## config.mk

```make
export PLATFORM = sky130hd
export DESIGN_NAME = glyph_pixel_shifter_flat
export DESIGN_NICKNAME = d
export VERILOG_FILES = /design/src/rtl/glyph_pkg.sv /design/src/rtl/glyph_pixel_shifter_if.sv /design/src/rtl/glyph_row_buffer.sv /design/src/rtl/glyph_pixel_shifter.sv /design/src/flat_wrapper.sv
export SDC_FILE = /design/constraint.sdc
export NUM_CORES = 1
export LEC_CHECK = 0
export CAP_MARGIN = 20
export CORE_MARGIN = 2
export CORE_UTILIZATION = 35
export DETAILED_ROUTE_END_ITERATION = 8
export SLEW_MARGIN = 5
export SYNTH_ARGS = -nofsm -noshare
export SYNTH_HDL_FRONTEND = slang
export SYNTH_SLANG_ARGS = --single-unit
```

## constraint.sdc

```tcl
create_clock -name clk -period 3.3 [get_ports clk]
set_clock_uncertainty 0.15 [all_clocks]
set_input_delay 0.66 -clock clk [delete_from_list [all_inputs] [get_ports clk]]
set_output_delay 0.66 -clock clk [all_outputs]
set_load 0.01 [all_outputs]
```

## src/rtl/glyph_pkg.sv

```systemverilog
// Shared types and defaults for the glyph pixel shifter.
// Row bundles are {r,g,b}, red bitmap in the top bits.
package glyph_pkg;

    typedef enum logic [1:0] {
        S_BLANK  = 2'd0,
        S_ACTIVE = 2'd1,
        S_CLIP   = 2'd2
    } state_t;

    localparam int GLYPH_W_DEF = 12;
    localparam int H_LIMIT_DEF = 636;
    localparam int ROW_W_DEF   = 3 * GLYPH_W_DEF;

    typedef struct packed {
        logic [GLYPH_W_DEF-1:0] r;
        logic [GLYPH_W_DEF-1:0] g;
        logic [GLYPH_W_DEF-1:0] b;
    } glyph_row_t;

    function automatic int row_w(input int w);
        return 3 * w;
    endfunction

endpackage

```

## src/rtl/glyph_pixel_shifter_if.sv

```systemverilog
// Glyph row handshake between the glyph generator and the shifter.
// The master offers one R/G/B row per glyph cell.
interface glyph_pixel_shifter_if
    import glyph_pkg::*;
#(
    parameter int GLYPH_W = GLYPH_W_DEF
);

    logic [GLYPH_W-1:0] row_r;
    logic [GLYPH_W-1:0] row_g;
    logic [GLYPH_W-1:0] row_b;
    logic               row_valid;
    logic               row_ready;

    modport master (
        output row_r,
        output row_g,
        output row_b,
        output row_valid,
        input  row_ready
    );

    modport slave (
        input  row_r,
        input  row_g,
        input  row_b,
        input  row_valid,
        output row_ready
    );

endinterface

```

## src/rtl/glyph_row_buffer.sv

```systemverilog
// Single-entry valid/ready row buffer.
// A pop and a push may happen on the same edge without a bubble.
module glyph_row_buffer
    import glyph_pkg::*;
#(
    parameter int W = row_w(GLYPH_W_DEF)
) (
    input  logic         clk,
    input  logic         rst_n,
    input  logic [W-1:0] push_data,
    input  logic         push_valid,
    output logic         push_ready,
    input  logic         pop,
    output logic         full,
    output logic [W-1:0] data
);

    logic         full_q;
    logic [W-1:0] data_q;

    assign push_ready = !full_q || pop;
    assign full       = full_q;
    assign data       = data_q;

    always_ff @(posedge clk) begin
        if (!rst_n) begin
            full_q <= 1'b0;
            data_q <= '0;
        end else if (push_valid && push_ready) begin
            full_q <= 1'b1;
            data_q <= push_data;
        end else if (pop) begin
            full_q <= 1'b0;
        end
    end

endmodule

```

## src/rtl/glyph_pixel_shifter.sv

```systemverilog
// Serialises buffered glyph rows MSB-first onto registered VGA RGB.
// GLYPH_UNDERRUN_STATS_EN adds clear_stats and a saturating underrun_cnt.
module glyph_pixel_shifter
    import glyph_pkg::*;
#(
    parameter int GLYPH_W  = GLYPH_W_DEF,
    parameter int HCOUNT_W = 11,
    parameter int H_LIMIT  = H_LIMIT_DEF,
    parameter int CNT_W    = 16
) (
    input  logic                clk,
    input  logic                rst_n,
    input  logic                pix_en,
    input  logic [HCOUNT_W-1:0] hcount,
    input  logic                bright,
    glyph_pixel_shifter_if.slave rows,
    output logic                red,
    output logic                green,
    output logic                blue,
    output logic                underrun
`ifdef GLYPH_UNDERRUN_STATS_EN
    ,
    input  logic                clear_stats,
    output logic [CNT_W-1:0]    underrun_cnt
`endif
);

    localparam int CW = $clog2(GLYPH_W);
    localparam int RW = row_w(GLYPH_W);
    localparam logic [HCOUNT_W-1:0] LIMIT = HCOUNT_W'(H_LIMIT);
    localparam logic [CW-1:0] LAST = CW'(GLYPH_W - 1);

    state_t          state;
    logic [CW-1:0]   col;
    logic [RW-1:0]   shifter;
    logic [RW-1:0]   buf_data;
    logic [RW-1:0]   next_row;
    logic [RW-1:0]   row_sel;
    logic            buf_full;
    logic            load;
    logic            clip;
    logic            starve;
    logic [CW-1:0]   idx;
    logic [2:0]      pix;

    glyph_row_buffer #(
        .W (RW)
    ) u_buf (
        .clk        (clk),
        .rst_n      (rst_n),
        .push_data  ({rows.row_r, rows.row_g, rows.row_b}),
        .push_valid (rows.row_valid),
        .push_ready (rows.row_ready),
        .pop        (load),
        .full       (buf_full),
        .data       (buf_data)
    );

    // A load is the tick that shows pixel 0 of a new glyph, so the
    // first bit comes straight from the incoming row.
    always_comb begin
        clip = hcount >= LIMIT;
        load = 1'b0;
        if (pix_en && bright) begin
            case (state)
                S_BLANK:  load = 1'b1;
                S_ACTIVE: load = !clip && (col == '0);
                default:  load = 1'b0;
            endcase
        end
        starve   = load && !buf_full;
        next_row = buf_full ? buf_data : '0;
        row_sel  = load ? next_row : shifter;
        idx      = load ? LAST : LAST - col;
        pix = {
            row_sel[2*GLYPH_W + int'(idx)],
            row_sel[GLYPH_W + int'(idx)],
            row_sel[int'(idx)]
        };
    end

    always_ff @(posedge clk) begin
        if (!rst_n) begin
            state    <= S_BLANK;
            col      <= '0;
            shifter  <= '0;
            red      <= 1'b0;
            green    <= 1'b0;
            blue     <= 1'b0;
            underrun <= 1'b0;
        end else begin
            underrun <= starve;
            if (load) shifter <= next_row;
            if (pix_en) begin
                case (state)
                    S_BLANK: begin
                        {red, green, blue} <= bright ? pix : 3'b000;
                        if (bright) begin
                            state <= S_ACTIVE;
                            col   <= CW'(1);
                        end
                    end
                    S_ACTIVE: begin
                        if (!bright) begin
                            {red, green, blue} <= 3'b000;
                            state <= S_BLANK;
                        end else if (clip) begin
                            {red, green, blue} <= 3'b000;
                            state <= S_CLIP;
                        end else begin
                            {red, green, blue} <= pix;
                            col <= (col == LAST) ? '0 : col + CW'(1);
                        end
                    end
                    S_CLIP: begin
                        {red, green, blue} <= 3'b000;
                        if (!bright) state <= S_BLANK;
                    end
                    default: begin
                        {red, green, blue} <= 3'b000;
                        state <= S_BLANK;
                    end
                endcase
            end
        end
    end

`ifdef GLYPH_UNDERRUN_STATS_EN
    always_ff @(posedge clk) begin
        if (!rst_n) begin
            underrun_cnt <= '0;
        end else if (pix_en && bright && state == S_BLANK && clear_stats) begin
            underrun_cnt <= starve ? CNT_W'(1) : '0;
        end else if (starve && underrun_cnt != '1) begin
            underrun_cnt <= underrun_cnt + CNT_W'(1);
        end
    end
`endif

endmodule

```

## src/flat_wrapper.sv

```systemverilog
// flat-port wrapper written by rule: the top's interface ports become plain ports
module glyph_pixel_shifter_flat import glyph_pkg::*;
#(
    parameter int GLYPH_W  = GLYPH_W_DEF,
    parameter int HCOUNT_W = 11,
    parameter int H_LIMIT  = H_LIMIT_DEF,
    parameter int CNT_W    = 16
)
  (clk, rst_n, pix_en, hcount, bright, red, green, blue, underrun, rows_row_r, rows_row_g, rows_row_b, rows_row_valid, rows_row_ready);
  glyph_pixel_shifter_if #(.GLYPH_W(GLYPH_W)) rows_i ();
  input  logic clk;
  input  logic rst_n;
  input  logic pix_en;
  input  logic [HCOUNT_W-1:0] hcount;
  input  logic bright;
  output logic red;
  output logic green;
  output logic blue;
  output logic underrun;
  input wire logic [$bits(rows_i.row_r)-1:0] rows_row_r;
  input wire logic [$bits(rows_i.row_g)-1:0] rows_row_g;
  input wire logic [$bits(rows_i.row_b)-1:0] rows_row_b;
  input wire logic [$bits(rows_i.row_valid)-1:0] rows_row_valid;
  output wire logic [$bits(rows_i.row_ready)-1:0] rows_row_ready;
  assign rows_i.row_r = rows_row_r;
  assign rows_i.row_g = rows_row_g;
  assign rows_i.row_b = rows_row_b;
  assign rows_i.row_valid = rows_row_valid;
  assign rows_row_ready = rows_i.row_ready;
  glyph_pixel_shifter #(.GLYPH_W(GLYPH_W), .HCOUNT_W(HCOUNT_W), .H_LIMIT(H_LIMIT), .CNT_W(CNT_W)) u_core (.clk(clk), .rst_n(rst_n), .pix_en(pix_en), .hcount(hcount), .bright(bright), .rows(rows_i), .red(red), .green(green), .blue(blue), .underrun(underrun));
endmodule
```

==> results of run 1 <==
## registers in the layout (all words and copies together) (netlist names)
name               flops
u_core.blue            1
u_core.red             1
u_core.u_buf.full      1
u_core.state           2
u_core.u_buf.data     36
u_core.green           1
u_core.shifter        36
u_core.col             4
u_core.underrun        1
## cell type report
type / instances / area, sq um / share of cell area [%]
Clock inverter: 7 / 116 / 2.33
Inverter: 9 / 33.8 / 0.677
Sequential cell: 83 / 1660 / 33.3
Timing Repair Buffer: 76 / 716 / 14.3
Clock buffer: 9 / 225 / 4.51
Tap cell: 140 / 175 / 3.51
Multi-Input combinational cell: 295 / 2070 / 41.4
## timing repair
action,in CTS,in global routing
setup buffers,0,6
setup endpoints to repair,0,1
resized for setup,0,2
## report_power, final
part | total (uW) | leakage [uW] | switching (uW) | internal, uW
Sequential | 1060 | 0.000676 | 23.5 | 1040
Clock | 1150 | 0.000165 | 408 | 738
Combinational | 278 | 0.00102 | 131 | 148
Total | 2490 | 0.00186 | 563 | 1930
## per-layer routing
| metal | part of all wire (%) | vias to the layer above | GRT usage, % |
|---|---|---|---|
| met2 | 46 | 74 | 25.3 |
| li1 | - | 1579 | - |
| met4 | 1.5 | 0 | 6.34 |
| met5 | 0 | - | 0 |
| met3 | 4.7 | 11 | 3.06 |
| met1 | 48 | 1449 | 19.9 |
## path summary, 6_finish.rpt
kind / from / endpoint / slack (ns) / depth (start not counted)
setup / recovery: hcount[9] / u_core.green / 0.27 / 12
hold / removal: u_core.shifter[7] / u_core.shifter[7] / 0.31 / 2
setup reg to reg: u_core.col[0] / u_core.green / 0.47 / 12
hold reg to reg: u_core.shifter[7] / u_core.shifter[7] / 0.31 / 2
## cells by family (layout without fill, tap and decap cells)
| kind of cell | count (synthesis) | after routing | share of synthesized area [%] |
|---|---|---|---|
| and+or+nand+nor | 160 | 160 | 20.5 |
| DFF | 83 | 83 | 42.1 |
| AOI/OAI and AO/OA | 76 | 76 | 13.8 |
| muxes | 54 | 54 | 16.0 |
| buffers and inverters | 42 | 101 | 6.06 |
| adders and majority gates | 5 | 5 | 1.59 |
## worst max-delay path: cells and delay by family
family	cells	cell delay (ns)
and+or+nand+nor	4	0.62
buffers and inverters	2	0.63
AOI/OAI and AO/OA	5	0.89
adders and majority gates	1	0.32
## layout by cell type, fill, tap and decap left out, types with 6 or more instances in the layout
cell	instances
nor2_1	7
inv_1	7
a21boi_0	38
clkdlybuf4s50_1	52
nand3_1	42
o21ai_0	11
mux2i_1	46
a21oi_1	6
buf_4	21
dfxtp_1	83
clkbuf_16	9
nor2b_1	42
mux4_2	7
nand2_1	52
## stage by stage
step	utilization [%]	setup WS [ns]
floorplan	-	0.215
global placement	42.1	0.0670
detailed placement	42.1	0.000336
CTS	45.2	0.0303
global route	45.7	0.0730
finish	45.7	0.269
==> results.yml, run 1 <==
cells_and_area:
  layout.nets: 531
  diodes: 0
  final_cell_area_sq_mm: 0.00499
  finalNonFillerCells: 619
  n_fill_cell: 1039
  layout-drive-gt1-share_pct: 11.1
  areaGrowthSynthToFinish_pct: 26.6
job:
  timing.max_cap.violations: 0
clock_network:
  cts-root-buf: "clkbuf_16"
  numCtsBuffers: 9
  path_clk_slew_ns: 0.06
  holdBufCountCts: 0
  clockBufferDepth: 2
  cts_tree: "done"
  clkSinkCount: 83
  clk_latency_ns: 0.34
  htreeDepth: 3
timing:
  setup_tns_ns: 0
  finalHoldViolations: 0
  rsz0062_at_grt: "false"
  hold_slack_ns: 0.312
  max_slew.worst_pin.slew_ns: 0.563
  period_needed_ns: 3.03
  finalSetupViolations: 0
  period_share_pct: 91.8
  max_freq_mhz: 330
  slew_headroom_pct: 62.3
  slew_violations: 0
critical_path:
  cp-end-kind: "flop"
  cp_cell_sequence: "clkdlybuf4s50_1 > nand4_1 > o211a_1 > a21oi_4 > buf_4 > and2_1 > ha_2 > a31oi_1 > o211ai_1 > nand4_1 > a211oi_1 > nor4_1"
  arrival_ns: 3.12
  cpMostUsedCell: "nand4_1"
  worstPathMaxFanout: 8
  required_ns: 3.39
  start_kind: "primary input"
  cp_slowest_cell: "clkdlybuf4s50_1"
  critPathKind: "in2reg"
  cpPeakStageDelay_ns: 0.48
grt:
  grt_max_degree: 42
  grt_usage_pct: 15.4
  grt_pass1_wl_microns: 14700
  gr-total-overflow: 0
  antenna_found_initial: 0
  grt_pass1_vias: 3096
route:
  vias_per_cell: 5.03
  wl_per_cell_microns: 14.1
  drtAntennaViolNets: 0
  drc: 0
  finalWirelength_microns: 8750
  firstDrtPassIters: 5
  vias: 3113
  drt_iter0_drc: 116
logic_synthesis:
  synth_seq_area_share_pct: 42.1
  synth_top_area_share_pct: 42.1
  async_flop_share_pct: 0
  synth-seq-cells: 83
  syn_inst: 420
  syn_area_sq_mm: 0.00395
  synth_flop_cell: "dfxtp_1"
  yosys-top-cells-area: "dfxtp_1, mux2i_1, a21boi_0"
  ys_top_cells_by_count: "dfxtp_1, nand2_1, mux2i_1, nand3_1, nor2b_1"
  synth_area_per_cell_sq_um: 9.39
  mappedNetlistNets: 477
  synth_largest_area_cell: "dfxtp_1"
  ys_types: 46
  synth-edff-count: 0
  ys_warn_count: 0
  synthMostInstantiatedCell: "dfxtp_1"
placed_design:
  gp_congestion: 0.828
  placedCellCount: 597
  dp_hpwl_microns: 5930
  placed_cell_area_sq_mm: 0.00460
  port_buffers: 54
min_path:
  hp-class: "reg2reg"
power:
  p_leak_uw: 0.00186
  p_per_area_mw_per_mm2: 498
  irDropWorstVdd_mv: 0.284
  total_power_uw: 2490
floorplanning:
  ios: 57
  die_y_microns: 110
  start_util_pct: 36.1
  die_w_microns: 110
  dieArea_sq_mm: 0.0121
  coreArea_sq_mm: 0.0109
  num_rows: 38
outcome:
  status: "finished clean"
Note: power is estimated with default switching activity, not from simulation.
==> run 2: changes to the inputs <==
CORE_UTILIZATION = 30   (was 35)
==> run 2 against run 1 <==
Via count unchanged. Design area decreased by 0.80%. Clock power decreased by 11%. Setup slack got worse by 0.18 ns. First-iteration DRC count increased by 35%. Sequential share of layout area increased by 0.27 points. Largest cell class unchanged.
==> results.yml, run 2 (synthesis results as in run 1) <==
outcome:
  status: "finished clean"
route:
  vias_per_cell: 4.82
  drt_iter0_drc: 157
  drtAntennaViolNets: 0
  wl_per_cell_microns: 13.7
  finalWirelength_microns: 8870
  drc: 0
  firstDrtPassIters: 4
  vias: 3113
power:
  p_leak_uw: 0.00182
  p_per_area_mw_per_mm2: 476
  irDropWorstVdd_mv: 0.207
floorplanning:
  ios: 57
  die_w_microns: 119
  coreArea_sq_mm: 0.0127
  num_rows: 41
  die_y_microns: 119
  start_util_pct: 31.0
  dieArea_sq_mm: 0.0141
timing:
  rsz0062_at_grt: "false"
  setup_tns_ns: 0
  hold_slack_ns: 0.311
  slew_headroom_pct: 60.8
  max_slew.worst_pin.slew_ns: 0.586
  max_freq_mhz: 311
  finalSetupViolations: 0
  period_share_pct: 97.3
  slew_violations: 0
  finalHoldViolations: 0
  period_needed_ns: 3.21
clock_network:
  htreeDepth: 3
  cts_tree: "done"
  clockBufferDepth: 2
  clk_latency_ns: 0.34
  numCtsBuffers: 9
  holdBufCountCts: 0
  clkSinkCount: 83
  path_clk_slew_ns: 0.06
  cts-root-buf: "clkbuf_16"
cells_and_area:
  layout.nets: 526
  final_common_cell: "dfxtp_1"
  final_cell_mix: "dfxtp_1, clkdlybuf4s50_1, nand2_1, mux2i_1"
  layout-drive-gt1-share_pct: 9.92
  final_cell_area_sq_mm: 0.00495
  areaGrowthSynthToFinish_pct: 25.6
  diodes: 0
grt:
  grt_max_degree: 48
  grt_pass1_wl_microns: 15100
  grt_pass1_vias: 3108
  antenna_found_initial: 0
  grt_usage_pct: 13.2
  gr-total-overflow: 0
min_path:
  hp-class: "reg2reg"
  holdPathStages: 2
  min-delay-start: "u_core.shifter[5]"
critical_path:
  cp-end-kind: "output port"
  r2r_slack_ns: 0.39
  critPathLaunch: "hcount[9]"
  required_ns: 2.49
  arrival_ns: 2.40
  reg2reg_from: "u_core.col[0]"
  start_kind: "primary input"
  worstPathMaxFanout: 4
  critPathKind: "in2out"
  reg2regPathDepth: 12
placed_design:
  gp_congestion: 0.784
  dp_hpwl_microns: 6090
  placed_cell_area_sq_mm: 0.00464
  port_buffers: 54
job:
  timing.max_cap.violations: 0
==> run 2: layout make-up <==
class	count	area (sq um)
clock buffer	10	239
tap	172	215
clock inverter	6	65.1
inverter	9	33.8
timing repair buffer	71	676
fill	1330	7770
multi-input combinational	295	2060
sequential	83	1660
==> run 2: where the power goes <==
part | internal, uW | switching, uW
Combinational | 143 | 130
Clock | 607 | 413
Sequential | 1040 | 24.0
Total | 1790 | 567
==> run 2: worst paths after layout <==
| kind | endpoint |
|---|---|
| max | rows_row_ready |
| max reg2reg | u_core.green |
| min reg2reg | u_core.shifter[5] |
| min | u_core.shifter[5] |
==> run 2: critical path, cell delays in order <==
cell and delay (ns):
clkdlybuf4s50_1 0.49, nand4_1 0.12, o211a_1 0.30, a21oi_4 0.23, nand2_1 0.11, clkdlybuf4s50_1 0.49
==> run 2: per-stage QoR <==
stage,instances,total power (uW),util (%),setup WS (ns)
after floorplan,420,1250,-,0.215
after global placement,629,1350,36.5,0.108
after detailed placement,629,1360,36.5,0.0247
after CTS,645,2380,38.9,0.0631
after global routing,646,2450,38.9,0.0218
final,646,2360,38.9,0.0883
==> run 2: per-layer routing <==
layer  GRT usage [%]  wire length (microns)
met5               0                      0
met4            5.06                    127
met3            2.99                    416
met2            20.4                   3930
met1            17.9                   4400
==> run 2: timing repair <==
item	in CTS	in global routing
setup endpoints to repair	0	1
gates resized for setup	0	1
setup buffers	0	1
==> run 3: changes to the inputs <==
SYNTH_HIERARCHICAL = 1   (was unset)
==> run 3 against run 2 <==
Hold slack got worse by 0.012 ns. Synthesized cell count rose by 8.3%. Register-to-register slack better by 0.22 ns. Sequential share of layout area is 0.076 points lower. Cell count grew 5.4%. Total power up 1.8%. Setup slack improved by 0.19 ns. Sequential cell count stayed put. Largest power group unchanged.
==> results.yml, run 3 <==
placed_design:
  port_buffers: 54
  placed_cell_area_sq_mm: 0.00464
  dp_hpwl_microns: 6180
  placedCellCount: 665
  gp_congestion: 0.799
outcome:
  status: "finished clean"
logic_synthesis:
  synth_flop_cell: "dfxtp_1"
  synth_largest_area_cell: "dfxtp_1"
  yosys-top-cells-area: "dfxtp_1, nand2_1, mux2i_1"
  mappedNetlistNets: 512
  async_flop_share_pct: 0
  synth_area_per_cell_sq_um: 8.71
  ys_warn_count: 6
  synth_top_area_share_pct: 41.9
  synthMostInstantiatedCell: "nand2_1"
  syn_area_sq_mm: 0.00396
  synth_seq_area_share_pct: 41.9
  syn_inst: 455
  ys_top_cells_by_count: "nand2_1, dfxtp_1, a21oi_1, mux2i_1, nand3_1"
  synth-seq-cells: 83
  synth-edff-count: 0
  ys_types: 53
timing:
  rsz0062_at_grt: "false"
  max_freq_mhz: 331
  finalSetupViolations: 0
  period_share_pct: 91.5
  slew_headroom_pct: 62.0
  slew_violations: 0
  period_needed_ns: 3.02
  hold_slack_ns: 0.299
  finalHoldViolations: 0
  max_slew.worst_pin.slew_ns: 0.566
  setup_tns_ns: 0
floorplanning:
  num_rows: 41
  die_y_microns: 119
  start_util_pct: 31.0
  die_w_microns: 119
  dieArea_sq_mm: 0.0141
  ios: 57
  coreArea_sq_mm: 0.0128
cells_and_area:
  areaGrowthSynthToFinish_pct: 25.3
  layout-drive-gt1-share_pct: 12.0
  final_cell_area_sq_mm: 0.00496
  layout.nets: 562
  final_common_cell: "nand2_1"
  diodes: 0
  final_cell_mix: "nand2_1, dfxtp_1, clkdlybuf4s50_1, a21oi_1, mux2i_1"
  finalNonFillerCells: 681
  utilization_pct: 38.9
clock_network:
  holdBufCountCts: 0
  clkSinkCount: 83
  clockBufferDepth: 2
  path_clk_slew_ns: 0.06
  cts-root-buf: "clkbuf_16"
  numCtsBuffers: 9
  htreeDepth: 3
  cts_tree: "done"
  clk_latency_ns: 0.34
route:
  drtAntennaViolNets: 0
  drc: 0
  vias: 3216
  wl_per_cell_microns: 12.9
  drt_iter0_drc: 166
  vias_per_cell: 4.72
  finalWirelength_microns: 8750
  firstDrtPassIters: 4
power:
  pwr-share-clk_pct: 44.5
  combPwrFrac_pct: 11.1
  p_leak_uw: 0.00182
  p_switching_uw: 550
  sw_frac_of_total_pct: 22.9
  pwr-share-seq_pct: 44.4
  p_per_area_mw_per_mm2: 483
  intPower_uw: 1850
  irDropWorstVdd_mv: 0.192
grt:
  gr-total-overflow: 0
  grt_max_degree: 48
  antenna_found_initial: 0
  grt_pass1_vias: 3336
  grt_pass1_wl_microns: 15000
  grt_usage_pct: 13.1
critical_path:
  start_kind: "primary input"
  worstPathMaxFanout: 7
  critPathKind: "in2reg"
  cp-end-kind: "flop"
  arrival_ns: 3.08
  reg2regPathDepth: 13
  required_ns: 3.36
min_path:
  holdPathStages: 2
  hp-class: "reg2reg"
job:
  timing.max_cap.violations: 0
-- run 3: layout make-up --
class                      count  area (sq um)
sequential                    83          1660
tap                          172           215
timing repair buffer          74           701
multi-input combinational    326          2030
inverter                      11          41.3
fill                        1279          7810
clock inverter                 4          75.1
clock buffer                  11           243
-- run 3: path summary, 6_finish.rpt --
kind / startpoint / to / slack, ns
setup / recovery: hcount[3] / u_core/green / 0.28
hold / removal: u_core/shifter[2] / u_core/shifter[2] / 0.30
setup reg to reg: u_core/col[3] / u_core/green / 0.61
hold reg to reg: u_core/shifter[2] / u_core/shifter[2] / 0.30
-- run 3: kinds of logic (layout without fill, tap and decap cells) --
| kind of cell | count (synthesis) | count (layout) | synth area share (%) |
|---|---|---|---|
| AOI/OAI and AO/OA | 78 | 78 | 12.3 |
| muxes | 51 | 51 | 15.0 |
| adders and majority gates | 5 | 5 | 1.58 |
| DFF | 83 | 83 | 41.9 |
| buffers and inverters | 46 | 100 | 6.91 |
| and+or+nand+nor | 192 | 192 | 22.3 |
-- run 3: through the flow --
step,total power (uW),setup slack (ns)
after floorplan,1260,0.532
after global placement,1350,-0.0359
after detailed placement,1350,-0.0654
after CTS,2430,0.0550
after global routing,2490,0.0656
final,2400,0.281
-- run 3: critical path, cell delays in order --
cell and delay, ns:
clkdlybuf4s50_1 0.47, nand3_2 0.09, o211a_4 0.27, a21oi_4 0.20, inv_2 0.10, nor2_4 0.10, inv_2 0.04, ha_1 0.36
a41oi_1 0.18, o21ai_1 0.11, a2111oi_1 0.43, a2111oi_2 0.06
-- run 3: power by group through the flow --
stage | logic (uW) | registers [uW] | clock network [uW]
6_report | 267 | 1070 | 1070
5_1_grt | 293 | 1070 | 1130
4_1_cts | 269 | 1070 | 1090
3_5_place_dp | 267 | 1090 | 0
3_3_place_gp | 263 | 1090 | 0
2_1_floorplan | 182 | 1080 | 0
-- run 3: repair_timing --
| item | in CTS | in global routing |
|---|---|---|
| setup buffers | 0 | 1 |
| setup endpoints to repair | 0 | 1 |
| gates resized for setup | 0 | 1 |
-- run 3: per-layer routing --
layer	global-route usage, %	share of wire (%)	up-vias
met5	0	0	-
met4	6.10	1.4	0
met3	3.02	5.9	6
met2	21.6	46	69
met1	16.1	47	1479
li1	-	-	1662
